===== src/rtl/buffer_pkg.sv =====
// Shared types and defaults for the two-source bus buffer.
// Holds the bus-owner encodings and default widths.
package buffer_pkg;

  localparam int DATA_W_DEF = 8;
  localparam int CNT_W_DEF  = 8;

  typedef enum logic [1:0] {
    SEL_NONE     = 2'b00,
    SEL_1        = 2'b01,
    SEL_2        = 2'b10,
    SEL_CONFLICT = 2'b11
  } sel_e;

endpackage


===== src/rtl/buffer_sat_counter.sv =====
// Saturating up-counter with synchronous clear and active-low reset.
// Ports: clk_i, rst_ni, inc_i, clr_i (wins over inc_i), cnt_o.
module sat_counter #(
  parameter int W = 8
) (
  input  logic         clk_i,
  input  logic         rst_ni,
  input  logic         inc_i,
  input  logic         clr_i,
  output logic [W-1:0] cnt_o
);

  logic [W-1:0] cnt_q;
  logic [W-1:0] cnt_d;

  always_comb begin
    cnt_d = cnt_q;
    if (clr_i)
      cnt_d = '0;
    else if (inc_i && (cnt_q != {W{1'b1}}))
      cnt_d = cnt_q + 1'b1;
  end

  always_ff @(posedge clk_i) begin
    if (!rst_ni) cnt_q <= '0;
    else         cnt_q <= cnt_d;
  end

  assign cnt_o = cnt_q;

endmodule


===== src/rtl/buffer.sv =====
// Registered two-source bus buffer: merges two enabled sources onto one bus.
// Ports: data_en1/2, data_in1/2, cnt_clr in; data_out, data_valid,
// src_sel, conflict, conflict_cnt out. Source 1 wins contention.
module buffer
  import buffer_pkg::*;
#(
  parameter int data_width = DATA_W_DEF,
  parameter int CNT_WIDTH  = CNT_W_DEF,
  parameter int IDLE_HOLD  = 0
) (
  input  logic                  clk,
  input  logic                  rst_n,
  input  logic                  data_en1,
  input  logic                  data_en2,
  input  logic [data_width-1:0] data_in1,
  input  logic [data_width-1:0] data_in2,
  input  logic                  cnt_clr,
  output logic [data_width-1:0] data_out,
  output logic                  data_valid,
  output logic [1:0]            src_sel,
  output logic                  conflict,
  output logic [CNT_WIDTH-1:0]  conflict_cnt
);

  logic [data_width-1:0] data_q, data_d;
  logic                  valid_q, valid_d;
  sel_e                  sel_q, sel_d;
  logic                  conf_q, conf_d;

  // Data is only ever taken from an enabled source, so an undriven
  // (X) input behind a low enable never reaches the bus.
  always_comb begin
    data_d  = (IDLE_HOLD != 0) ? data_q : '0;
    valid_d = 1'b0;
    sel_d   = SEL_NONE;
    conf_d  = 1'b0;
    unique case ({data_en1, data_en2})
      2'b10: begin
        data_d  = data_in1;
        valid_d = 1'b1;
        sel_d   = SEL_1;
      end
      2'b01: begin
        data_d  = data_in2;
        valid_d = 1'b1;
        sel_d   = SEL_2;
      end
      2'b11: begin
        data_d  = data_in1;
        valid_d = 1'b1;
        sel_d   = SEL_CONFLICT;
        conf_d  = 1'b1;
      end
      default: ;
    endcase
  end

  always_ff @(posedge clk) begin
    if (!rst_n) begin
      data_q  <= '0;
      valid_q <= 1'b0;
      sel_q   <= SEL_NONE;
      conf_q  <= 1'b0;
    end else begin
      data_q  <= data_d;
      valid_q <= valid_d;
      sel_q   <= sel_d;
      conf_q  <= conf_d;
    end
  end

  sat_counter #(
    .W (CNT_WIDTH)
  ) u_cnt (
    .clk_i  (clk),
    .rst_ni (rst_n),
    .inc_i  (data_en1 & data_en2),
    .clr_i  (cnt_clr),
    .cnt_o  (conflict_cnt)
  );

  assign data_out   = data_q;
  assign data_valid = valid_q;
  assign src_sel    = sel_q;
  assign conflict   = conf_q;

endmodule


===== config.mk =====
export PLATFORM = sky130hd
export DESIGN_NAME = buffer
export DESIGN_NICKNAME = d
export VERILOG_FILES = /design/src/rtl/buffer_pkg.sv /design/src/rtl/buffer_sat_counter.sv /design/src/rtl/buffer.sv
export SDC_FILE = /design/constraint.sdc
export NUM_CORES = 1
export LEC_CHECK = 0
export ABC_AREA = 1
export CORE_ASPECT_RATIO = 0.9
export CORE_MARGIN = 8
export CORE_UTILIZATION = 50
export DETAILED_ROUTE_END_ITERATION = 12
export DONT_BUFFER_PORTS = 1
export GPL_TIMING_DRIVEN = 0
export PLACE_DENSITY = 0.76
export SLEW_MARGIN = 20
export SYNTH_ARGS = -nofsm -noshare
export SYNTH_HDL_FRONTEND = slang
export SYNTH_HIERARCHICAL = 1
export SYNTH_SLANG_ARGS = --single-unit

===== constraint.sdc =====
create_clock -name clk -period 2.3 [get_ports clk]
set_clock_uncertainty 0.05 [all_clocks]
set_input_delay 0 -clock clk [delete_from_list [all_inputs] [get_ports clk]]
set_output_delay 0 -clock clk [all_outputs]
set_load 0.05 [all_outputs]

==> results.toml, run 1 <==
[global_route]
grt_overflow = 0
antenna_found_initial = 0
grt_max_degree = 12
grt_pass1_wl_um = 4270
grt_pass1_vias = 946
grt_usage_pct = 16.2

[placed_design]
dpl.hpwl_um = 1630
place.gp.congestion = 0.762
io_buffer_count = 0
preCtsSetupSlack_ns = 0.470

[cts]
cts.sinks = 20
clk_pin_slew_worst_paths_ns = 0.10
numCtsBuffers = 3
clk_latency_ns = 0.30
cts.path.max_buffers = 2
post_cts_buffers = 0
ctsHoldBuffers = 27
h-tree-depth = 1
root_buffer = "clkbuf_4"
cts_tree = "yes"
ctsResizeCount = 0

[finish]
drive_gt1_share_pct = 9.70
final_nets = 188
syn_to_final_growth_pct = 37.0
post-route-util_pct = 73.4
antenna_cells = 0

[pwr]
p_switching_uw = 194
seqPwrFrac_pct = 59.6
combPwrFrac_pct = 11.9
ir_drop_mv = 0.415
swShare_pct = 27.9
cellLeakagePower_uw = 0.000618
power.clock.fraction_pct = 28.5
power_density_nw_per_um2 = 558
internal_power_uw = 502
p_total_uw = 696

[timing]
fin_crit_sh_pct = 86.5
drv_slew = 0
tns_ns = 0
setup_violations = 0
period_minus_slack_ns = 1.99
hold_violations = 0
fin_ws_ns = 0.310
fmax_mhz = 503
tightest_slew_ns = 0.668
max-slew-margin-rel_pct = 55.4
hold_slack_ns = 0.127
rsz0062_at_grt = "false"

[synthesis]
avgSynthCellArea_um2 = 6.80
yosys-top-cells-count = "nand2_1, nor2_1, dfxtp_1, inv_1, a21oi_1"
syn-cell-area_um2 = 911
yosys.area_share.simple_pct = 38.9
netlist.area_leader.share_pct = 44.0
ys_seq_area_share_pct = 44.0
postSynthCellCount = 134
syn_nets = 156
ys.flop_type = "dfxtp_1"
synth_compound_area_share_pct = 4.40
ys_warn_count = 6
ys_seq_elements = 20
yosysMostFrequentCell = "nand2_1"
synthMuxAreaShare_pct = 0
synth_enable_flop_cells = 0
synth_top_family_by_area = "simple AND/OR/NAND/NOR gates"
netlist_top_cells_area = "dfxtp_1, nand2_1, nor2_1"
synth_cell_types = 20
synth-xor-area-share_pct = 0
synth-adder-area-share_pct = 1.37
synth_top_area_cell = "dfxtp_1"
synthArstFlopShare_pct = 0

[setup_path]
path_cells = "dlygate4sd3_1 > buf_6 > nand2_4 > inv_4 > nand2_1 > dlygate4sd3_1 > nand2_1 > dlygate4sd3_1"
cp.arrival_ns = 2.19
critPathRequiredTime_ns = 2.50
r2r_slack_ns = 0.44
r2r_cells = 8
path_class = "input port to register"
path_common_cell = "dlygate4sd3_1"
end_kind = "register"
start_kind = "input port"
worstSetupEndpoint = "data_out[1]"
crit_slowest_cell = "dlygate4sd3_1"
max_stage_delay_ns = 0.57
worstReg2RegStart = "u_cnt/cnt_o[0]"
r2r_end = "u_cnt/cnt_o[6]"
critPathLaunch = "data_en1"
worst-path-max-fanout = 10

[min_path]
holdCritPathClass = "input port to register"
whs_path_depth = 5

[routing]
avgRoutedWirePerCell_um = 13.8
wirelength_um = 2620
num_vias = 906
avgViaCountPerCell = 4.79
antenna_left = 0
firstDrtPassIters = 4
drcViolationCount = 0
drt_first_iter_violations = 17

[die]
die_width_um = 61.0
start_util_pct = 53.6
rows = 14
die_h_um = 56.5
die_area_um2 = 3450
ioPinCount = 41
coreArea_um2 = 1700

[flow_run]
drv_cap = 0

[outcome]
status = "complete, no violations"
==> power by group through the flow <==
stage,sequential (uW),clock [uW],combinational [uW]
finish,415,198,82.8
detailed placement,423,0,41.0
floorplan,420,0,33.9
global placement,423,0,38.9
global route,417,220,91.6
CTS,415,207,78.1
==> cell type report <==
cell class,instances,area [um^2]
plain buffers,2,18.8
fillers,128,452
repair buffers,27,270
clock buffers,4,36.3
well taps,24,30.0
flip-flops and latches,20,400
inverters,22,85.1
multi-input cells,90,407
==> state kept, by name, indices dropped and copies added (netlist names) <==
signal       count
conflict         1
data_out         8
src_sel          2
u_cnt/cnt_o      8
data_valid       1
==> layer usage <==
layer	routed length, um	track usage (%)	part of all wire (%)	vias up
met5	0	0	0	-
met1	958	14.9	37	402
met3	251	8.86	9.6	6
met2	1370	29.4	52	36
li1	-	-	-	462
met4	39	3.99	1.5	0
==> worst min path at each step <==
stage                            from        endpoint  slack [ns]
after floorplan           data_in1[0]     data_out[0]        0.06
after global placement    data_in1[2]     data_out[2]        0.06
after detailed placement  data_in1[3]     data_out[3]        0.07
after CTS                    data_en2  u_cnt/cnt_o[6]        0.08
after global routing         data_en2  u_cnt/cnt_o[6]        0.11
final                        data_en2  u_cnt/cnt_o[0]        0.13
==> kinds of logic (layout without fill, tap and decap cells) <==
| kind of cell | count (synthesis) | count (layout) |
|---|---|---|
| compound gates | 8 | 8 |
| fa+ha+maj | 1 | 1 |
| buf+inv | 24 | 55 |
| flops | 20 | 20 |
| simple gates | 81 | 81 |
==> critical path: cells and delay by family <==
| kind | cells | cell delay [ns] |
|---|---|---|
| buffers and inverters | 5 | 1.95 |
| AND/OR/NAND/NOR | 3 | 0.23 |
==> cell usage in the layout (no fill, tap or decap), types with 2 or more instances in the layout <==
master,netlist,routed
clkbuf_4,0,3
nand3b_1,2,2
a21oi_1,6,6
nand2_4,2,2
inv_2,2,2
nand3_1,4,4
nor3_1,2,2
dfxtp_1,20,20
o21ai_0,2,2
nor2_2,2,2
nand2_1,43,43
nor2_1,22,22
nand2_2,2,2
inv_1,18,18
dlygate4sd3_1,0,27
==> per-stage QoR <==
stage,area (um^2),std cells
6_report,1250,189
5_1_grt,1250,189
4_1_cts,1250,189
3_5_place_dp,941,158
3_3_place_gp,941,158
2_1_floorplan,911,134
No activity file was read; power rests on OpenSTA's default activity.
==> run 2, diff against run 1 <==
--- a/config.mk
+++ b/config.mk
@@ -13,6 +13,6 @@
 export DONT_BUFFER_PORTS = 1
 export GPL_TIMING_DRIVEN = 0
-export PLACE_DENSITY = 0.76
-export SLEW_MARGIN = 20
+export PLACE_DENSITY = 0.72
+export SLEW_MARGIN = 25
 export SYNTH_ARGS = -nofsm -noshare
 export SYNTH_HDL_FRONTEND = slang
==> constraint.sdc (replaced) <==
create_clock -name clk -period 2.3 [get_ports clk]
set_clock_uncertainty 0.05 [all_clocks]
set_input_delay 0.46 -clock clk [delete_from_list [all_inputs] [get_ports clk]]
set_output_delay 0.46 -clock clk [all_outputs]
set_load 0.05 [all_outputs]
==> run 2 against run 1 <==
Against the previous run: final area is 23% lower; register-to-register slack better by 0.05 ns; critical path depth did not move; sequential share of layout area grew 9.5 points; setup slack gained 0.18 ns; largest power group unchanged; non-clock buffer count is 27 lower; fmax is 10% higher; via count decreased by 15%; global-route usage decreased by 4.2 points.
==> results.toml, run 2 (same netlist as run 1, synthesis figures left out) <==
[setup_path]
crit_slowest_cell = "dfxtp_1"
path_class = "register to register"
path_delay_family = "flip-flops"
critPathRequiredTime_ns = 2.44
end_kind = "register"
cp.arrival_ns = 1.95
max_stage_delay_ns = 0.73
path_cells = "ha_1 > nand2_1 > inv_1 > nand2_1 > nor2_1 > nand3_1 > nand2_1 > nor2_1"
path_buf_inv = 1
worst-path-max-fanout = 5
start_kind = "register"
path_common_cell = "nand2_1"

[cts]
post_cts_buffers = 0
cts_tree = "yes"
ctsResizeCount = 0
ctsHoldBuffers = 0
clk_pin_slew_worst_paths_ns = 0.10
cts.sinks = 20
h-tree-depth = 1
clk_latency_ns = 0.29
cts.path.max_buffers = 2
root_buffer = "clkbuf_4"
numCtsBuffers = 3

[timing]
hold_violations = 0
fin_crit_sh_pct = 78.7
fmax_mhz = 553
tightest_slew_ns = 0.668
drv_slew = 0
tns_ns = 0
rsz0062_at_grt = "false"
max-slew-margin-rel_pct = 55.4
setup_violations = 0
period_minus_slack_ns = 1.81

[min_path]
holdCritPathClass = "input port to register"

[global_route]
grt_overflow = 0
grt_pass1_wl_um = 3250
grt_usage_pct = 12.0
grt_max_degree = 11
grt_pass1_vias = 728
antenna_found_initial = 0

[finish]
final_nets = 161
antenna_cells = 0
syn_to_final_growth_pct = 5.77
n_fill_cell = 182
final_common_cell = "nand2_1"
final_cell_mix = "nand2_1, nor2_1, dfxtp_1"
instances_no_fill = 161
drive_gt1_share_pct = 10.9

[die]
ioPinCount = 41
die_area_um2 = 3450
rows = 14
die_h_um = 56.5
start_util_pct = 53.6
die_width_um = 61.0
coreArea_um2 = 1700

[pwr]
cellLeakagePower_uw = 0.000492
p_total_uw = 611
power_density_nw_per_um2 = 635
ir_drop_mv = 0.440

[routing]
avgViaCountPerCell = 4.78
avgRoutedWirePerCell_um = 11.9
wirelength_um = 1910
antenna_left = 0
drt_first_iter_violations = 15
num_vias = 769
firstDrtPassIters = 4
drcViolationCount = 0

[placed_design]
place.gp.congestion = 0.766
dpl.hpwl_um = 1540
io_buffer_count = 0
dp_cells = 158

[outcome]
status = "complete, no violations"

[flow_run]
drv_cap = 0
## run 2: power breakdown
part,switching (uW),leakage (uW),total [uW],internal (uW)
Combinational,24.8,0.000314,40.1,15.3
Sequential,54.5,0.000164,414,360
Clock,96.2,0.0000138,157,60.8
## run 2: layer usage
layer,wire length [um],GRT usage [%]
met1,764,12.4
met4,13,1.99
met3,258,8.41
met5,0,0
met2,878,19.5
## run 2: path summary, 6_finish.rpt
kind | cells past startpoint | slack (ns) | from | endpoint
setup / recovery | 8 | 0.49 | u_cnt/cnt_o[0] | u_cnt/cnt_o[6]
hold reg to reg | 2 | 0.75 | u_cnt/cnt_o[5] | u_cnt/cnt_o[5]
setup reg to reg | 8 | 0.49 | u_cnt/cnt_o[0] | u_cnt/cnt_o[6]
hold / removal | 2 | 0.22 | data_en2 | conflict
## run 2: area by class of cell
cell class / count / area [um^2] / share of cell area [%]
Multi-Input combinational cell: 90 / 407 / 42.2
Sequential cell: 20 / 400 / 41.6
Inverter: 22 / 85.1 / 8.83
Tap cell: 24 / 30.0 / 3.12
Clock buffer: 3 / 22.5 / 2.34
Buffer: 2 / 18.8 / 1.95
## run 2: stage by stage
step | area (um^2) | hold slack (ns) | utilization, % | setup slack [ns]
2_1_floorplan | 911 | 0.520 | - | 0.648
3_3_place_gp | 941 | 0.522 | 55.4 | 0.531
3_5_place_dp | 941 | 0.524 | 55.4 | 0.508
4_1_cts | 963 | 0.209 | 56.7 | 0.488
5_1_grt | 963 | 0.209 | 56.7 | 0.340
6_report | 963 | 0.218 | 56.7 | 0.491
